===== src/rtl/param_updown_counter_if.sv =====
// Bus bundle for param_updown_counter.
// Every signal is level-sampled on each rising clkEn edge. There is no valid/ready
// handshake: the controller holds rst_cu/ld/cen/up/mode/pin steady across the edge,
// and the counter presents pout/co/zero/evt/busy/dbg_state for the whole cycle.
interface param_updown_counter_if #(
    parameter int WIDTH = 4
);
    logic             rst_cu;
    logic             ld;
    logic             cen;
    logic             up;
    logic [1:0]       mode;
    logic [WIDTH-1:0] pin;
    logic [WIDTH-1:0] pout;
    logic             co;
    logic             zero;
    logic             evt;
    logic             busy;
    logic [1:0]       dbg_state;

    modport master (
        output rst_cu, ld, cen, up, mode, pin,
        input  pout, co, zero, evt, busy, dbg_state
    );

    modport slave (
        input  rst_cu, ld, cen, up, mode, pin,
        output pout, co, zero, evt, busy, dbg_state
    );
endinterface


===== src/rtl/param_updown_counter.sv =====
// param_updown_counter: WIDTH-bit loadable up/down counter with wrap, saturate,
// auto-reload and one-shot modes. One-shot is sequenced by a 3-state FSM whose
// state is visible on bus.dbg_state (0 = IDLE, 1 = RUN, 2 = DONE).
// Optional feature macro: COUNTER_PRESCALE_EN -- when defined, only every
// PRESCALE-th qualifying cen cycle produces a step.
module param_updown_counter #(
    parameter int WIDTH    = 4,
    parameter int TC_VAL   = 1,
    parameter int PRESCALE = 4
) (
    input logic                    clkEn,
    input logic                    rst,
    param_updown_counter_if.slave  bus
);
    typedef enum logic [1:0] {
        IDLE = 2'd0,
        RUN  = 2'd1,
        DONE = 2'd2
    } state_t;

    localparam logic [1:0]       MODE_WRAP   = 2'b00;
    localparam logic [1:0]       MODE_SAT    = 2'b01;
    localparam logic [1:0]       MODE_RELOAD = 2'b10;
    localparam logic [1:0]       MODE_ONE    = 2'b11;
    localparam logic [WIDTH-1:0] MAX_V       = '1;
    localparam logic [WIDTH-1:0] TC          = WIDTH'(TC_VAL);

    logic [WIDTH-1:0] pout_q, pout_d;
    logic [WIDTH-1:0] rld_q, rld_d;
    logic             evt_q, evt_d;
    state_t           state_q, state_d;

    logic [WIDTH-1:0] bnd;
    logic [WIDTH-1:0] stepped;
    logic             at_b;
    logic             lands;
    logic             qualify;
    logic             step;

    // A cycle qualifies for counting when nothing of higher priority is active
    // and, in one-shot mode, the FSM is running.
    assign qualify = bus.cen && !bus.ld && !bus.rst_cu &&
                     ((bus.mode != MODE_ONE) || (state_q == RUN));

`ifdef COUNTER_PRESCALE_EN
    localparam int PS_W = (PRESCALE > 1) ? $clog2(PRESCALE) : 1;
    localparam logic [PS_W-1:0] PS_LAST = PS_W'(PRESCALE - 1);

    logic [PS_W-1:0] ps_q, ps_d;

    // Prescaler: counts qualifying cycles, wraps at PRESCALE-1, cleared by rst_cu/ld.
    always_comb begin
        ps_d = ps_q;
        if (bus.rst_cu || bus.ld) begin
            ps_d = '0;
        end else if (qualify) begin
            ps_d = (ps_q == PS_LAST) ? '0 : ps_q + 1'b1;
        end
    end

    // Prescaler register.
    always_ff @(posedge clkEn or posedge rst) begin
        if (rst) begin
            ps_q <= '0;
        end else begin
            ps_q <= ps_d;
        end
    end

    assign step = qualify && (ps_q == PS_LAST);
`else
    assign step = qualify;
`endif

    assign bnd     = bus.up ? MAX_V : '0;
    assign stepped = bus.up ? (pout_q + 1'b1) : (pout_q - 1'b1);
    assign at_b    = (pout_q == bnd);
    assign lands   = (stepped == bnd);

    // Next-state for counter value, reload value, event pulse and one-shot FSM.
    always_comb begin
        pout_d  = pout_q;
        rld_d   = rld_q;
        evt_d   = 1'b0;
        state_d = state_q;
        if (bus.rst_cu) begin
            pout_d  = '0;
            state_d = IDLE;
        end else if (bus.ld) begin
            pout_d  = bus.pin;
            rld_d   = bus.pin;
            state_d = (bus.mode == MODE_ONE) ? RUN : IDLE;
        end else begin
            // Leaving one-shot mode aborts any run; pout is kept.
            if (bus.mode != MODE_ONE) begin
                state_d = IDLE;
            end
            if (step) begin
                case (bus.mode)
                    MODE_WRAP: begin
                        pout_d = stepped;
                        evt_d  = at_b;
                    end
                    MODE_SAT: begin
                        if (!at_b) begin
                            pout_d = stepped;
                            evt_d  = lands;
                        end
                    end
                    MODE_RELOAD: begin
                        pout_d = at_b ? rld_q : stepped;
                        evt_d  = at_b;
                    end
                    default: begin
                        // One-shot: only reachable in RUN. Starting at B simply
                        // wraps away from it; landing on B finishes the shot.
                        pout_d = stepped;
                        if (lands) begin
                            evt_d   = 1'b1;
                            state_d = DONE;
                        end
                    end
                endcase
            end
        end
    end

    // State registers with asynchronous reset.
    always_ff @(posedge clkEn or posedge rst) begin
        if (rst) begin
            pout_q  <= '0;
            rld_q   <= '0;
            evt_q   <= 1'b0;
            state_q <= IDLE;
        end else begin
            pout_q  <= pout_d;
            rld_q   <= rld_d;
            evt_q   <= evt_d;
            state_q <= state_d;
        end
    end

    assign bus.pout      = pout_q;
    assign bus.co        = (pout_q == TC);
    assign bus.zero      = (pout_q == '0);
    assign bus.evt       = evt_q;
    assign bus.busy      = (state_q == RUN);
    assign bus.dbg_state = state_q;
endmodule

===== src/flat_wrapper.sv =====
// flat-port wrapper written by rule: the top's interface ports become plain ports
module param_updown_counter_flat 
#(
    parameter int WIDTH    = 4,
    parameter int TC_VAL   = 1,
    parameter int PRESCALE = 4
)
  (clkEn, rst, bus_rst_cu, bus_ld, bus_cen, bus_up, bus_mode, bus_pin, bus_pout, bus_co, bus_zero, bus_evt, bus_busy, bus_dbg_state);
  param_updown_counter_if #(.WIDTH(WIDTH)) bus_i ();
  input logic clkEn;
  input logic rst;
  input wire logic [$bits(bus_i.rst_cu)-1:0] bus_rst_cu;
  input wire logic [$bits(bus_i.ld)-1:0] bus_ld;
  input wire logic [$bits(bus_i.cen)-1:0] bus_cen;
  input wire logic [$bits(bus_i.up)-1:0] bus_up;
  input wire logic [$bits(bus_i.mode)-1:0] bus_mode;
  input wire logic [$bits(bus_i.pin)-1:0] bus_pin;
  output wire logic [$bits(bus_i.pout)-1:0] bus_pout;
  output wire logic [$bits(bus_i.co)-1:0] bus_co;
  output wire logic [$bits(bus_i.zero)-1:0] bus_zero;
  output wire logic [$bits(bus_i.evt)-1:0] bus_evt;
  output wire logic [$bits(bus_i.busy)-1:0] bus_busy;
  output wire logic [$bits(bus_i.dbg_state)-1:0] bus_dbg_state;
  assign bus_i.rst_cu = bus_rst_cu;
  assign bus_i.ld = bus_ld;
  assign bus_i.cen = bus_cen;
  assign bus_i.up = bus_up;
  assign bus_i.mode = bus_mode;
  assign bus_i.pin = bus_pin;
  assign bus_pout = bus_i.pout;
  assign bus_co = bus_i.co;
  assign bus_zero = bus_i.zero;
  assign bus_evt = bus_i.evt;
  assign bus_busy = bus_i.busy;
  assign bus_dbg_state = bus_i.dbg_state;
  param_updown_counter #(.WIDTH(WIDTH), .TC_VAL(TC_VAL), .PRESCALE(PRESCALE)) u_core (.clkEn(clkEn), .rst(rst), .bus(bus_i));
endmodule

===== config.mk =====
export PLATFORM = sky130hd
export DESIGN_NAME = param_updown_counter_flat
export DESIGN_NICKNAME = d
export VERILOG_FILES = /design/src/rtl/param_updown_counter_if.sv /design/src/rtl/param_updown_counter.sv /design/src/flat_wrapper.sv
export SDC_FILE = /design/constraint.sdc
export NUM_CORES = 1
export LEC_CHECK = 0
export BUFFER_PORTS_ARGS = -buffer_cell sky130_fd_sc_hd__buf_2
export CAP_MARGIN = 20
export CORE_AREA = 2 2 46 48
export CTS_CLUSTER_SIZE = 24
export DETAILED_ROUTE_END_ITERATION = 6
export DIE_AREA = 0 0 48 50
export PLACE_DENSITY = 0.81
export SETUP_SLACK_MARGIN = 0.3
export SLEW_MARGIN = 20
export SYNTH_ARGS = -nofsm -noshare
export SYNTH_HDL_FRONTEND = slang
export SYNTH_SLANG_ARGS = --single-unit

===== constraint.sdc =====
create_clock -name clkEn -period 2.84 [get_ports clkEn]
set_clock_uncertainty 0.15 [all_clocks]
set_input_delay 0.568 -clock clkEn [delete_from_list [all_inputs] [get_ports clkEn]]
set_output_delay 0.568 -clock clkEn [all_outputs]
set_load 0.05 [all_outputs]

==> out/metrics.csv <==
metric;value;unit
clockRootBuffer;clkbuf_4;
placed_area;0.00103;mm²
drive_gt1_share;29.8;%
path_cells;inv_1 -> ha_1 -> nor3b_2 -> buf_2;
required;2120;ps
synth_cell_types;43;
setup_viol_count_final;0;
status;completed;
ys_seq_area_share;29.9;%
critPathArrivalTime;1690;ps
diodes;0;
num-nets-final;139;
power_frac_seq;40.5;%
synth_edf_count;0;
cts_buffer_depth;2;
drt_wl_total;2270;µm
synth_cells;103;
tightest_slew;536;ps
timing.setup.tns;0;ps
timing.fmax;415;MHz
hpwl;1690;µm
crit_path_end_kind;output port;
timing_worst_setup_path_type;reg2out;
p_sw;0.000203;W
ir_drop;0.300;mV
drtIter0Drc;43;
design_area;0.00106;mm²
min_path_type;in2async;
ys.warnings.count;0;
die-area;0.00240;mm²
cts_sinks;11;
ant_nets;0;
cts_resized;0;
syn_area;921;µm²
rsz0062_at_grt;false;
grt_antenna_before_repair;0;
p_int;0.000292;W
num_rows;16;
cts_setup_buffers;0;
hold_viol_final;0;
finalMaxSlewViolations;0;
globalRouteOverflowTotal;0;
grt_pass1_wl;3300;µm
dieWidth;48;µm
p_clk_share;22.7;%
powerDensity;467;mW/mm²
cts_buffers;3;
globalplace.congestion;0.888;
synth_ff_type;dfrtp_1;
cts_tree;built;
cts_max_level;1;
path_buf_inv;2;
synth_fp_nets;120;
coreArea;0.00190;mm²
synth.avg_cell_area;8.94;µm²
dr_total_vias;896;
grt_max_degree;15;
die_h;50;µm
io_pins;22;
first_pass_iters;4;
maxCapViolCount;0;
p_comb_share;36.7;%
fin_util;55.7;%
clk_latency;280;ps
drc;0;
fin_crit;2410;ps
worstPathMaxFanout;12;
async_flop_share;100;%
portBuffers;21;
path_delay_family;flip-flops;
synth_seq_cells;11;
clk_pin_slew;70;ps
avgViaCountPerCell;6.05;
critPathLaunchType;flip-flop;
max_stage_delay;510;ps
start_util;48.4;%
wire_per_inst;15.3;µm
finalCritPeriodShare;84.8;%
grt_usage;18.9;%
hold_buffers;0;
switching_share;41.0;%
slew_headroom;64.2;%
cp_slowest_cell;dfrtp_1;
p_leak;0.458;nW
grt_pass1_vias;741;
syn_to_final_growth;14.9;%
==> Yosys cell counts, types with 2 or more instances <==
cell type   n  area, µm²
nor3b_1     4       30.0
a211oi_1    5       37.5
o21ai_1     2       10.0
dfrtp_1    11        275
ha_1        5       62.6
o21ai_0     2       10.0
mux2_2      4       45.0
a21oi_1     6       30.0
buf_2       3       15.0
and4_1      2       17.5
clkbuf_1    3       11.3
nand4_1     3       18.8
nand2_1     3       11.3
inv_1       8       30.0
or3_1       2       12.5
a31o_1      2       17.5
nand3_1     4       20.0
o211ai_1    4       30.0
nor2_1      5       18.8
xnor2_1     2       17.5
==> per-stage QoR <==
stage / std cells / total power [W] / hold slack [ps] / setup slack, ps
global route: 148 / 0.000515 / 177 / 370
CTS: 148 / 0.000493 / 141 / 444
floorplan: 103 / 0.000341 / 270 / 327
finish: 148 / 0.000495 / 117 / 432
global placement: 144 / 0.000377 / 345 / 401
detailed placement: 144 / 0.000383 / 347 / 334
==> area by class of cell <==
| class | count | area, µm² |
|---|---|---|
| Inverter | 8 | 30.0 |
| Sequential cell | 11 | 275 |
| Timing Repair Buffer | 21 | 105 |
| Fill cell | 187 | 843 |
| Clock buffer | 4 | 26.3 |
| Multi-Input combinational cell | 77 | 588 |
| Tap cell | 27 | 33.8 |
==> registers in the layout, indices dropped and copies added, names as in the netlist <==
name,flops
u_core.bus.dbg_state,2
u_core.bus.evt,1
u_core.bus.pout,4
u_core.rld_q,4
==> cell usage in the layout (no fill, tap or decap), drive strengths merged, types with 2 or more instances in the layout <==
cell / Yosys / final
buf: 4 / 21
dfrtp: 11 / 11
inv: 8 / 8
a21oi: 7 / 7
a211oi: 5 / 5
nor2: 5 / 5
ha: 5 / 5
o211ai: 4 / 4
mux2: 4 / 4
nand3: 4 / 4
clkbuf: 3 / 4
nor3b: 4 / 4
o21ai: 4 / 4
nand4: 3 / 3
nand2: 3 / 3
xnor2: 2 / 2
and4: 2 / 2
a31o: 2 / 2
or3: 2 / 2
nor4: 2 / 2
==> worst paths after layout <==
kind	cells past startpoint	slack (ps)	start	end
max	4	430	u_core.bus.pout[1]$_DFFE_PP0P_	bus_zero
min	2	120	rst	u_core.rld_q[0]$_DFFE_PP0P_
max reg2reg	6	520	u_core.bus.pout[0]$_DFFE_PP0P_	u_core.bus.pout[1]$_DFFE_PP0P_
min reg2reg	1	360	u_core.rld_q[3]$_DFFE_PP0P_	u_core.rld_q[3]$_DFFE_PP0P_
max in group asynchronous	2	2130	rst	u_core.rld_q[3]$_DFFE_PP0P_
min in group clkEn	1	360	u_core.rld_q[3]$_DFFE_PP0P_	u_core.rld_q[3]$_DFFE_PP0P_
==> power groups by stage <==
stage,logic (W),clock network (W),registers [W]
final,0.000182,0.000112,0.000200
after detailed placement,0.000179,0,0.000204
after CTS,0.000181,0.000111,0.000200
after floorplan,0.000129,0,0.000212
after global placement,0.000176,0,0.000201
after global routing,0.000195,0.000117,0.000203
==> kinds of logic after synthesis <==
logic type                 after synthesis  share of synthesized area, %
AOI/OAI and AO/OA                       33                          26.2
xor gates and xnor gates                 3                          2.85
adders and majority gates                5                          6.79
buffers and inverters                   15                          7.34
DFF                                     11                          29.9
muxes                                    5                          5.98
and+or+nand+nor                         31                          20.9
==> layer usage <==
| layer | share of wire (%) | vias to the layer above | track usage (%) |
|---|---|---|---|
| met5 | 0 | - | 0 |
| met4 | 0.62 | 0 | 5.41 |
| met3 | 6.7 | 2 | 2.20 |
| met2 | 48 | 47 | 28.4 |
| met1 | 45 | 417 | 27.9 |
| li1 | - | 430 | - |
No activity file was read; power rests on OpenSTA's default activity.
